### config.mk
export PLATFORM = sky130hd
export DESIGN_NAME = stv_stream_arbiter_flat
export DESIGN_NICKNAME = d
export VERILOG_FILES = /design/src/rtl/stv_stream_arbiter_if.sv /design/src/rtl/stv_stream_arbiter.sv /design/src/flat_wrapper.sv
export SDC_FILE = /design/constraint.sdc
export NUM_CORES = 1
export LEC_CHECK = 0
export CORE_ASPECT_RATIO = 0.75
export CORE_UTILIZATION = 44
export CTS_BUF_LIST = sky130_fd_sc_hd__clkbuf_4 sky130_fd_sc_hd__clkbuf_8 sky130_fd_sc_hd__clkbuf_16
export CTS_CLUSTER_SIZE = 20
export DETAILED_ROUTE_END_ITERATION = 10
export GPL_TIMING_DRIVEN = 0
export PLACE_DENSITY = 0.89
export SYNTH_ARGS = -nofsm -noshare
export SYNTH_HDL_FRONTEND = slang
export SYNTH_SLANG_ARGS = --single-unit
### constraint.sdc
create_clock -name clk -period 3.4 [get_ports clk]
set_clock_uncertainty 0.15 [all_clocks]
set_input_delay 0.51 -clock clk [delete_from_list [all_inputs] [get_ports clk]]
set_output_delay 0.51 -clock clk [all_outputs]
set_load 0.005 [all_outputs]
### src/rtl/stv_stream_arbiter_if.sv
// Handshake bundle for stv_stream_arbiter: N upstream requesters, one downstream sink.
// master = the side driving requests and downstream ready; slave = the arbiter.
interface stv_stream_arbiter_if #(
  parameter int N     = 4,
  parameter int WIDTH = 8
);
  localparam int GW = $clog2(N);

  logic [N-1:0]       valid_in;
  logic [N*WIDTH-1:0] data_in;
  logic [N-1:0]       last_in;
  logic [N-1:0]       ready_out;
  logic               ready_in;
  logic               valid_out;
  logic [WIDTH-1:0]   data_out;
  logic               last_out;
  logic [GW-1:0]      grant_out;

  modport master (
    output valid_in, data_in, last_in, ready_in,
    input  ready_out, valid_out, data_out, last_out, grant_out
  );

  modport slave (
    input  valid_in, data_in, last_in, ready_in,
    output ready_out, valid_out, data_out, last_out, grant_out
  );
endinterface

### src/rtl/stv_stream_arbiter.sv
// Round-robin N:1 stream arbiter feeding a 2-entry skid output stage.
// Define STV_STREAM_ARB_LOCK_EN to hold the grant on a requester until its last beat.
//
// state      | meaning
// ST_IDLE    | output stage empty, valid_out low
// ST_STREAM  | one beat held in the output register
// ST_SKID    | output register plus skid entry full, upstream stalled
module stv_stream_arbiter #(
  parameter int N     = 4,
  parameter int WIDTH = 8
) (
  input logic               clk,
  input logic               arst_n,
  stv_stream_arbiter_if.slave bus
);
  localparam int GW = $clog2(N);

  localparam logic [1:0] ST_IDLE   = 2'd0;
  localparam logic [1:0] ST_STREAM = 2'd1;
  localparam logic [1:0] ST_SKID   = 2'd2;

  logic [1:0]       state_q, state_d;
  logic [GW-1:0]    ptr_q, ptr_d;
  logic [WIDTH-1:0] head_data_q, head_data_d, skid_data_q, skid_data_d;
  logic             head_last_q, head_last_d, skid_last_q, skid_last_d;
  logic [GW-1:0]    head_grant_q, head_grant_d, skid_grant_q, skid_grant_d;
`ifdef STV_STREAM_ARB_LOCK_EN
  logic             lock_q, lock_d;
  logic [GW-1:0]    lock_idx_q, lock_idx_d;
`endif

  logic             stage_ready;
  logic             accept;
  logic             drain;
  logic             found;
  logic [N-1:0]     sel;
  logic [N-1:0]     ready_vec;
  logic [GW-1:0]    sel_idx;
  logic [WIDTH-1:0] in_data;
  logic             in_last;

  function automatic logic [GW-1:0] rr_idx(input logic [GW-1:0] base, input int k);
    int s;
    s = int'(base) + k;
    if (s >= N) s = s - N;
    return GW'(s);
  endfunction

  always_comb begin
    found   = 1'b0;
    sel_idx = '0;
    for (int k = 0; k < N; k++) begin
      if (!found && bus.valid_in[rr_idx(ptr_q, k)]) begin
        found   = 1'b1;
        sel_idx = rr_idx(ptr_q, k);
      end
    end
    sel = found ? (N'(1) << sel_idx) : '0;
`ifdef STV_STREAM_ARB_LOCK_EN
    // a locked requester that pauses stalls everyone rather than yielding
    if (lock_q) begin
      sel_idx = lock_idx_q;
      sel     = bus.valid_in[lock_idx_q] ? (N'(1) << lock_idx_q) : '0;
    end
`endif
  end

  assign stage_ready   = (state_q != ST_SKID);
  assign ready_vec     = (stage_ready && arst_n) ? sel : '0;
  assign bus.ready_out = ready_vec;
  assign accept        = |(bus.valid_in & ready_vec);
  assign drain         = (state_q != ST_IDLE) && bus.ready_in;
  assign in_data       = bus.data_in[sel_idx*WIDTH +: WIDTH];
  assign in_last       = bus.last_in[sel_idx];

  always_comb begin
    state_d      = state_q;
    head_data_d  = head_data_q;
    head_last_d  = head_last_q;
    head_grant_d = head_grant_q;
    skid_data_d  = skid_data_q;
    skid_last_d  = skid_last_q;
    skid_grant_d = skid_grant_q;
    case (state_q)
      ST_IDLE: begin
        if (accept) begin
          head_data_d  = in_data;
          head_last_d  = in_last;
          head_grant_d = sel_idx;
          state_d      = ST_STREAM;
        end
      end
      ST_STREAM: begin
        if (accept && drain) begin
          head_data_d  = in_data;
          head_last_d  = in_last;
          head_grant_d = sel_idx;
        end else if (accept) begin
          skid_data_d  = in_data;
          skid_last_d  = in_last;
          skid_grant_d = sel_idx;
          state_d      = ST_SKID;
        end else if (drain) begin
          state_d      = ST_IDLE;
        end
      end
      ST_SKID: begin
        if (drain) begin
          head_data_d  = skid_data_q;
          head_last_d  = skid_last_q;
          head_grant_d = skid_grant_q;
          state_d      = ST_STREAM;
        end
      end
      default: state_d = ST_IDLE;
    endcase
  end

  always_comb begin
    ptr_d = ptr_q;
`ifdef STV_STREAM_ARB_LOCK_EN
    lock_d     = lock_q;
    lock_idx_d = lock_idx_q;
    if (accept) begin
      lock_d     = !in_last;
      lock_idx_d = sel_idx;
      if (in_last) ptr_d = rr_idx(sel_idx, 1);
    end
`else
    if (accept) ptr_d = rr_idx(sel_idx, 1);
`endif
  end

  always_ff @(posedge clk or negedge arst_n) begin
    if (!arst_n) begin
      state_q    <= ST_IDLE;
      ptr_q      <= '0;
`ifdef STV_STREAM_ARB_LOCK_EN
      lock_q     <= 1'b0;
      lock_idx_q <= '0;
`endif
    end else begin
      state_q    <= state_d;
      ptr_q      <= ptr_d;
`ifdef STV_STREAM_ARB_LOCK_EN
      lock_q     <= lock_d;
      lock_idx_q <= lock_idx_d;
`endif
    end
  end

  // payload registers are qualified by state, so they carry no reset
  always_ff @(posedge clk) begin
    head_data_q  <= head_data_d;
    head_last_q  <= head_last_d;
    head_grant_q <= head_grant_d;
    skid_data_q  <= skid_data_d;
    skid_last_q  <= skid_last_d;
    skid_grant_q <= skid_grant_d;
  end

  assign bus.valid_out = (state_q != ST_IDLE);
  assign bus.data_out  = head_data_q;
  assign bus.last_out  = head_last_q;
  assign bus.grant_out = head_grant_q;
endmodule

### src/flat_wrapper.sv
// flat-port wrapper written by rule: the top's interface ports become plain ports
module stv_stream_arbiter_flat 
#(
  parameter int N     = 4,
  parameter int WIDTH = 8
)
  (clk, arst_n, bus_valid_in, bus_data_in, bus_last_in, bus_ready_in, bus_ready_out, bus_valid_out, bus_data_out, bus_last_out, bus_grant_out);
  stv_stream_arbiter_if #(.N(N), .WIDTH(WIDTH)) bus_i ();
  input logic clk;
  input logic arst_n;
  input wire logic [$bits(bus_i.valid_in)-1:0] bus_valid_in;
  input wire logic [$bits(bus_i.data_in)-1:0] bus_data_in;
  input wire logic [$bits(bus_i.last_in)-1:0] bus_last_in;
  input wire logic [$bits(bus_i.ready_in)-1:0] bus_ready_in;
  output wire logic [$bits(bus_i.ready_out)-1:0] bus_ready_out;
  output wire logic [$bits(bus_i.valid_out)-1:0] bus_valid_out;
  output wire logic [$bits(bus_i.data_out)-1:0] bus_data_out;
  output wire logic [$bits(bus_i.last_out)-1:0] bus_last_out;
  output wire logic [$bits(bus_i.grant_out)-1:0] bus_grant_out;
  assign bus_i.valid_in = bus_valid_in;
  assign bus_i.data_in = bus_data_in;
  assign bus_i.last_in = bus_last_in;
  assign bus_i.ready_in = bus_ready_in;
  assign bus_ready_out = bus_i.ready_out;
  assign bus_valid_out = bus_i.valid_out;
  assign bus_data_out = bus_i.data_out;
  assign bus_last_out = bus_i.last_out;
  assign bus_grant_out = bus_i.grant_out;
  stv_stream_arbiter #(.N(N), .WIDTH(WIDTH)) u_core (.clk(clk), .arst_n(arst_n), .bus(bus_i));
endmodule
==> impl_summary.md, run 1 <==
Outcome
The flow ran to the end, and the final reports show no timing, DRC or antenna violations.

Setup path
The type of element capturing the critical path is a primary output. On the critical path, the stage with the largest delay is an instance of clkdlybuf4s50_1. Walking the worst path, the cells encountered are clkdlybuf4s50_1, and2b_1, a311o_4, nand2_4, inv_4, buf_6, nor3_1, clkdlybuf4s50_1. The maximum fanout along the worst path is 10. The delay of the slowest cell on the worst path is 0.53 ns.

For the worst setup path, the data required time is 2.74 ns. The cell repeated most along the worst path is clkdlybuf4s50_1. The count of buffer and inverter cells on the critical path is 4. The critical path class is input pin to primary output. The largest delay contributor family on the critical path is buffers and inverters. Data arrives at the worst endpoint at 2.67 ns. The worst setup path is launched from an input pin.

Detailed routing
Summing over every cut layer, the via total after detailed routing is 1433. The iteration count of the initial detailed-routing pass is 5. Dividing the detail-routed wire length by the instance count gives 17.73 um.

The DRC marker count from the first detailed-route iteration is 186. The routed design has 4274 um of wire. After detailed routing, the number of remaining DRC violations is 0.

The post-route antenna net violation count is 0. The routed via count divided by cell count is 5.946.

Run
Max-cap violations in this run came to 0.

Placed design
The detailed placement HPWL is 3189 um. Buffers placed on the I/O ports in this run total 58. Routability-driven placement finished with a final weighted congestion of 0.7766. The worst setup slack before clock tree synthesis is 0.05144 ns.

Timing
The final count of pins violating max slew is 0. The achievable clock frequency is 300.2 MHz. The share of the cycle needed by the critical path after routing is 97.99%.

The setup TNS is 0 ns. At the pin with the least slew margin, the transition time is 0.7885 ns. The worst slew margin relative to its limit is 47.08%.

The minimum clock period is 3.332 ns. The count of endpoints failing setup in the final report is 0. Setup repair after global routing left no endpoint under its margin. The number of hold-slack violations in the final timing report is 0. The final worst setup slack is 0.06849 ns.

Power and ir drop
Sequential cells burn 37.3% of the power. The clock network burns 13.2% of the power. Summed over all nets, the switching power comes to 0.4775 mW. Cell internal power was estimated by the tool at 0.8655 mW.

The worst-case IR drop observed on VDD is 0.0002946 V. Summed over all cells, the static leakage comes to 0.7967 nW. Net switching is 35.55% of the power. In this run the power density over the cells is 601.0 nW/um2. The relative contribution of combinational cells to total power is 49.5%.

Yosys
Of all flip-flops after synthesis, the portion carrying an async set or reset was 15.38%. For this run, the number of Yosys warnings is 0. The area of the mapped netlist is 1539 um2. The most instantiated library cell after synthesis is a211oi_1. Synthesis inferred 26 register bits. The proportion of netlist area held by the largest area contributor is 42.93%. Yosys mapped a number of flops with a built-in enable equal to 22. The most instantiated flip-flop cell in the synthesis netlist is edfxtp_1.

The netlist uses 37 different library cells. The average footprint of a synthesized cell is 11.15 um2. Yosys attributes the largest share of cell area to edfxtp_1 (43%), a211oi_1 (13%), mux2i_1 (7.2%).

edfxtp_1 takes more of the synthesized area than any other cell. The sequential area share after synthesis is 49.43%. The synthesized instance count is 138. When the netlist entered floorplanning its net count stood at 181. The commonest cells after synthesis are a211oi_1 (27), edfxtp_1 (22), nor2_1 (13).

Die
The floorplan step defined a core boundary enclosing 3311 um2. The starting utilization of the core area is 46.49%. The floorplan has 18 rows. The x dimension of the die is 70.29 um.

The full die area is 3741 um2. The die boundary height is 53.22 um. The top-level port count is 59.

GRT
The number of global-route vias before repair is 1401. The total overflow left after global routing is 0. The initial antenna violation count was 0. The largest net degree at the start of global routing is 15. The global-route wire length before repair is 6610 um. The total track usage is 23.22%.

Clock network
Clock tree synthesis selected as its root buffer the cell clkbuf_8. The clock sink count is 26. In this run the number of H-tree levels came out at 1. Counting along the longest clock path gives a buffer depth of 2. In this run, CTS created clock tree buffers numbering 3. The clock input transition at the sequential cells of the worst setup and hold paths is 0.09 ns. TritonCTS built the clock tree.

The worst-skew pair later-pin latency is 0.27 ns.

Finish
The number of inserted diodes is 0. After the last flow step, the layout net total stands at 245. Of the cells placed in the final design, the portion with a size suffix greater than 1 is 8.955%. The area used by multi-input combinational logic is 711.9 um2. The area added between synthesis and finish is 45.20%. After filler insertion, the fill cell instance count of the layout stands at 237. In the final layout, flip-flops and latches occupy 760.7 um2.

Worst hold path
The class of the tightest hold or removal check is input pin to async pin.
[per-layer routing]
layer	GRT usage [%]	part of all wire, %	vias up
met2	42.54	49	102
met3	5.333	11	6
met5	0	0	-
li1	-	-	666
met4	6.333	1.5	0
met1	27.68	39	659
[registers in the layout (all words and copies together) (netlist names)]
| signal | count |
|---|---|
| u_core.skid_last_q | 1 |
| u_core.bus.grant_out | 2 |
| u_core.ptr_q | 2 |
| u_core.bus.last_out | 1 |
| u_core.bus.data_out | 8 |
| u_core.state_q | 2 |
| u_core.skid_data_q | 8 |
| u_core.skid_grant_q | 2 |
[worst paths after layout]
check,depth (start not counted),from,to,slack (ns)
worst min-delay path,1,arst_n,u_core.state_q[0],0.31
worst max-delay path,8,bus_valid_in[2],bus_ready_out[0],0.07
min in group clk,1,u_core.state_q[0],u_core.state_q[0],0.39
worst min register to register,1,u_core.state_q[0],u_core.state_q[0],0.39
max in group asynchronous,1,arst_n,u_core.ptr_q[0],2.60
worst max register to register,5,u_core.state_q[1],u_core.skid_last_q,0.99
[cells in the final DEF, fill, tap and decap left out, types with 2 or more instances in the layout]
cell,count
mux2i_1,11
mux2_2,2
a21oi_1,11
and2_1,2
inv_1,2
clkbuf_8,3
a211oi_1,27
clkbuf_1,3
nand2b_1,2
nand2_1,3
a21boi_0,10
buf_6,2
edfxtp_1,22
nor3_1,2
nor2_1,13
dfrtp_1,4
clkdlybuf4s50_1,58
[layout make-up]
class / instances / share of cell area [%]
Buffer: 8 / 2.912
Clock buffer: 3 / 1.848
Clock inverter: 1 / 0.1680
Inverter: 3 / 0.6159
Multi-Input combinational cell: 101 / 31.86
Sequential cell: 26 / 34.04
Tap cell: 40 / 2.240
Timing Repair Buffer: 59 / 26.32
[metrics by stage]
step / cells / hold WS (ns) / util (%) / area [um2] / total power, mW
2_1_floorplan: 138 / 0.06441 / - / 1539 / 0.8846
3_3_place_gp: 236 / 0.3425 / 65.53 / 2170 / 1.114
3_5_place_dp: 237 / 0.3799 / 65.91 / 2182 / 1.158
4_1_cts: 241 / 0.3114 / 67.27 / 2227 / 1.332
5_1_grt: 241 / 0.3165 / 67.50 / 2235 / 1.411
6_report: 241 / 0.3091 / 67.50 / 2235 / 1.343
[what timing repair did]
| action | CTS | global route |
|---|---|---|
| hold buffers | 0 | 0 |
| resized for setup | 0 | 2 |
| setup endpoints to repair | 0 | 2 |
| endpoints found under the hold margin | 0 | 0 |
| buffers inserted | 0 | 0 |
[logic make-up (layout without fill, tap and decap cells)]
group                  count (synthesis)  in the layout  share of synthesized area (%)
multiplexers                          13             13                          8.618
AO/OA/AOI/OAI                         56             56                          26.10
AND/OR/NAND/NOR                       31             31                          10.33
buffers and inverters                 11             74                          4.959
XOR/XNOR                               1              1                         0.5692
flip-flops                            26             26                          49.43
[power by group through the flow]
stage,logic [mW],registers [mW],clock network [mW]
after floorplan,0.380,0.504,0
after global placement,0.613,0.501,0
after detailed placement,0.652,0.507,0
after CTS,0.654,0.500,0.178
after global routing,0.712,0.510,0.189
final,0.665,0.500,0.178
Note: power is estimated with default switching activity, not from simulation.
==> run 2, diff against run 1 <==
ABC_AREA = 1   (was unset)
CORE_UTILIZATION = 46   (was 44)
PLACE_DENSITY = 0.9   (was 0.89)
==> impl_summary.md, run 2 <==
Outcome
The flow ran to the end, and the final reports show no timing, DRC or antenna violations.

Die
The placeable core region is 3661 um2. The top-level port count is 59. The standard-cell row count is 19. Once the floorplan was initialized, standard cells occupied 48.02% of the core. The x dimension of the die is 73.38 um. In this run the vertical extent of the chip is 55.54 um. The floorplan step defined a die boundary enclosing 4075 um2.

Power and ir drop
Summed over all cells, the static leakage comes to 1.103 nW. The power after layout is 2.941 mW. The worst ir drop on vdd is 0.0007225 V. Power spread over the standard cell area amounts to 1171 nW/um2.

Clock network
CTS placed an instance of clkbuf_8 at the clock tree root. The worst-skew pair later-pin latency is 0.26 ns. The maximum count of clock buffers along a single path is 2.

The clock sink count is 26. The clock input transition at the sequential cells of the worst setup and hold paths is 0.08 ns. The total clock buffers created by CTS is 3. CTS built an H-tree with a depth of 1. The CTS tree is yes. The post-cts hold buffer count is 0.

Setup path
For the worst setup path, the data required time is 2.74 ns. The worst register-to-register path begins at u_core.ptr_q[0]. The cell repeated most along the worst path is nand2_1. The count of buffer and inverter cells on the critical path is 6.

The most critical setup path has its startpoint at bus_valid_in[0]. The slowest cell on the critical path is clkdlybuf4s50_1. Along the worst path, the maximum fanout reaches 10. The type of element capturing the critical path is a primary output. The launching element type of the critical path is an input pin. At the worst endpoint, the arrival time is 2.66 ns. The setup path with the least slack is of type input pin to primary output. The signal on the critical path passes through clkdlybuf4s50_1, inv_1, nand2_1, nand2_1, nand2_1, nand2_2, inv_1, nand3_1, nand2_1, nor2_4, buf_4, nand3_1, inv_1, clkdlybuf4s50_1. On the worst path, the slowest cell contributes a delay of 0.51 ns. Broken down by cell family, the worst path's largest delay share belongs to buffers and inverters.

Placed design
At the placement stage, the worst setup path has a slack of 0.01262 ns. Buffers placed on the I/O ports in this run total 58. The placer's final routability congestion estimate is 0.8675.

The count of placed standard cells including taps is 327. Summed over all nets, the half-perimeter wirelength after detailed placement is 3171 um.

Yosys
The synthesized netlist devotes 0% of its cell area to XOR and XNOR gates. Yosys mapped the design onto 28 distinct sky130hd cell types. The compound-gate portion of the synthesized area is 2.349%. The multiplexer share of the synthesized area is 0%. Summing the areas of all and, or, nand and nor instances in the mapped netlist gives 45.05% of the synthesized area. The proportion of netlist area held by the largest area contributor is 37.58%. The average instance in the mapped netlist occupies 8.101 um2. Yosys attributes the largest share of cell area to edfxtp_1 (38%), nand2_1 (16%), nand3_1 (13%). The most instantiated library cell after synthesis is nand2_1.

After synthesis, the share of flip-flops with an asynchronous set or reset is 15.38%. Ranked by instance count, the synthesized netlist is headed by nand2_1 (75), nand3_1 (46), edfxtp_1 (22). Sequential cells were found to cover 43.27% of the synthesized design area. Synthesis produced a netlist with a net count of 260. After Yosys synthesis, full adders, half adders and majority gates account for 0% of the synthesized area. The synthesized instance count is 217.

For this run, the leading register cell type out of synthesis is edfxtp_1. Of all cell types, the one taking the most synthesized area is edfxtp_1. The area of the mapped netlist is 1758 um2. The synthesized design contains 26 register bits. The number of synthesized flops with an enable pin is 22. The main combinational cell family by area after synthesis is simple AND/OR/NAND/NOR gates. The number of warnings issued by yosys is 0.

Detailed routing
The total detailed-routing wirelength is 4167 um. The via count is 1679. The per-cell routed wire length is 12.51 um.

The detail route stage leaves a number of antenna-violating nets equal to 0. After detailed routing, the number of vias per cell comes to 5.042. The post-detailed-route DRC marker count is 0.

For this block, the initial DRC count from the detailed router was 147. The iteration count of the initial detailed-routing pass is 4.

Timing
The number of hold-slack violations in the final timing report is 0. In the post-route analysis, the smallest setup slack over all paths is 0.08092 ns. The final count of pins violating max slew is 0.

For the pin with the worst max-slew slack, the measured transition is 1.050 ns. The worst slew margin relative to its limit is 30.01%. In the finished design, the share of the clock period the worst path needs comes to 97.62%.

Setup total negative slack on the finished layout was measured at 0 ns. The count of endpoints failing setup in the final report is 0. The minimum clock period is 3.319 ns.

The final hold slack is 0.3006 ns. Based on the critical path, the design can be clocked at up to 301.3 MHz.

Finish
For this run, the post-layout net count is 325. The final standard cell count with taps included and fillers excluded is 333. 0 antenna diodes ended up in the layout. The count of filler cells inserted in the layout is 296.

In the final layout, the share of cells above drive strength 1 is 14.59%. Relative to the synthesized area, the layout overhead comes to 42.92%. The library cell used most frequently in the layout, excluding fill and tap cells, is nand2_1. The top cell types in the final layout, fill and taps aside, are nand2_1 (73), clkdlybuf4s50_1 (57), nand3_1 (43).

Run
Across the run, the number of max-cap violations was 0.

GRT
The number of global-route vias before repair is 1462. The remaining global-route overflow is 0. The global-route wire length before repair is 6630 um. The total track usage is 21.41%. Entering global routing, the biggest net connects 15 pins. The initial antenna violation count came to 0.

Worst hold path
The path class of the tightest hold or removal check is input pin to async pin.
[run 2: cell type report]
type / count / area (um2) / area share [%]
repair buffers: 60 / 598.1 / 23.80
inverters: 19 / 73.82 / 2.938
multi-input cells: 163 / 873.3 / 34.76
clock buffers: 3 / 41.29 / 1.643
clock inverters: 1 / 3.754 / 0.1494
flip-flops and latches: 26 / 760.7 / 30.28
well taps: 52 / 65.06 / 2.590
plain buffers: 9 / 96.34 / 3.835
[run 2: final timing paths]
kind | to | slack, ns | depth (start not counted)
setup / recovery | bus_ready_out[1] | 0.08 | 14
hold / removal | u_core.state_q[1] | 0.30 | 1
setup reg to reg | u_core.bus.data_out[6] | 0.53 | 11
hold reg to reg | u_core.state_q[1] | 0.37 | 1
max in group asynchronous | u_core.state_q[0] | 2.62 | 1
min in group clk | u_core.state_q[1] | 0.37 | 1
[run 2: cells by family (layout without fill, tap and decap cells)]
logic type / Yosys count / in the layout
flops: 26 / 26
simple gates: 156 / 156
compound gates: 7 / 7
buf+inv: 28 / 92
[run 2: what timing repair did]
action	4_1_cts	5_1_grt
setup buffers	0	2
gates resized for setup	0	11
endpoints found under the setup margin	0	4
[run 2: metrics by stage]
| stage | util [%] | area, um2 |
|---|---|---|
| finish | 68.63 | 2512 |
| global route | 68.63 | 2512 |
| CTS | 67.02 | 2454 |
| detailed placement | 65.79 | 2409 |
| global placement | 65.65 | 2404 |
| floorplan | - | 1758 |
[run 2: where the power goes]
part	switching [mW]	internal [mW]	total (mW)
registers	0.0445	0.620	0.664
clock network	0.0890	0.0808	0.170
logic	1.23	0.881	2.11
total	1.36	1.58	2.94
[run 2: metal layers]
| layer | GRT usage [%] | vias up | wire length (um) |
|---|---|---|---|
| met2 | 32.67 | 76 | 1962 |
| met3 | 2.007 | 5 | 240 |
| met5 | 0 | - | 0 |
| li1 | - | 851 | - |
| met1 | 31.08 | 747 | 1909 |
| met4 | 9.066 | 0 | 55 |
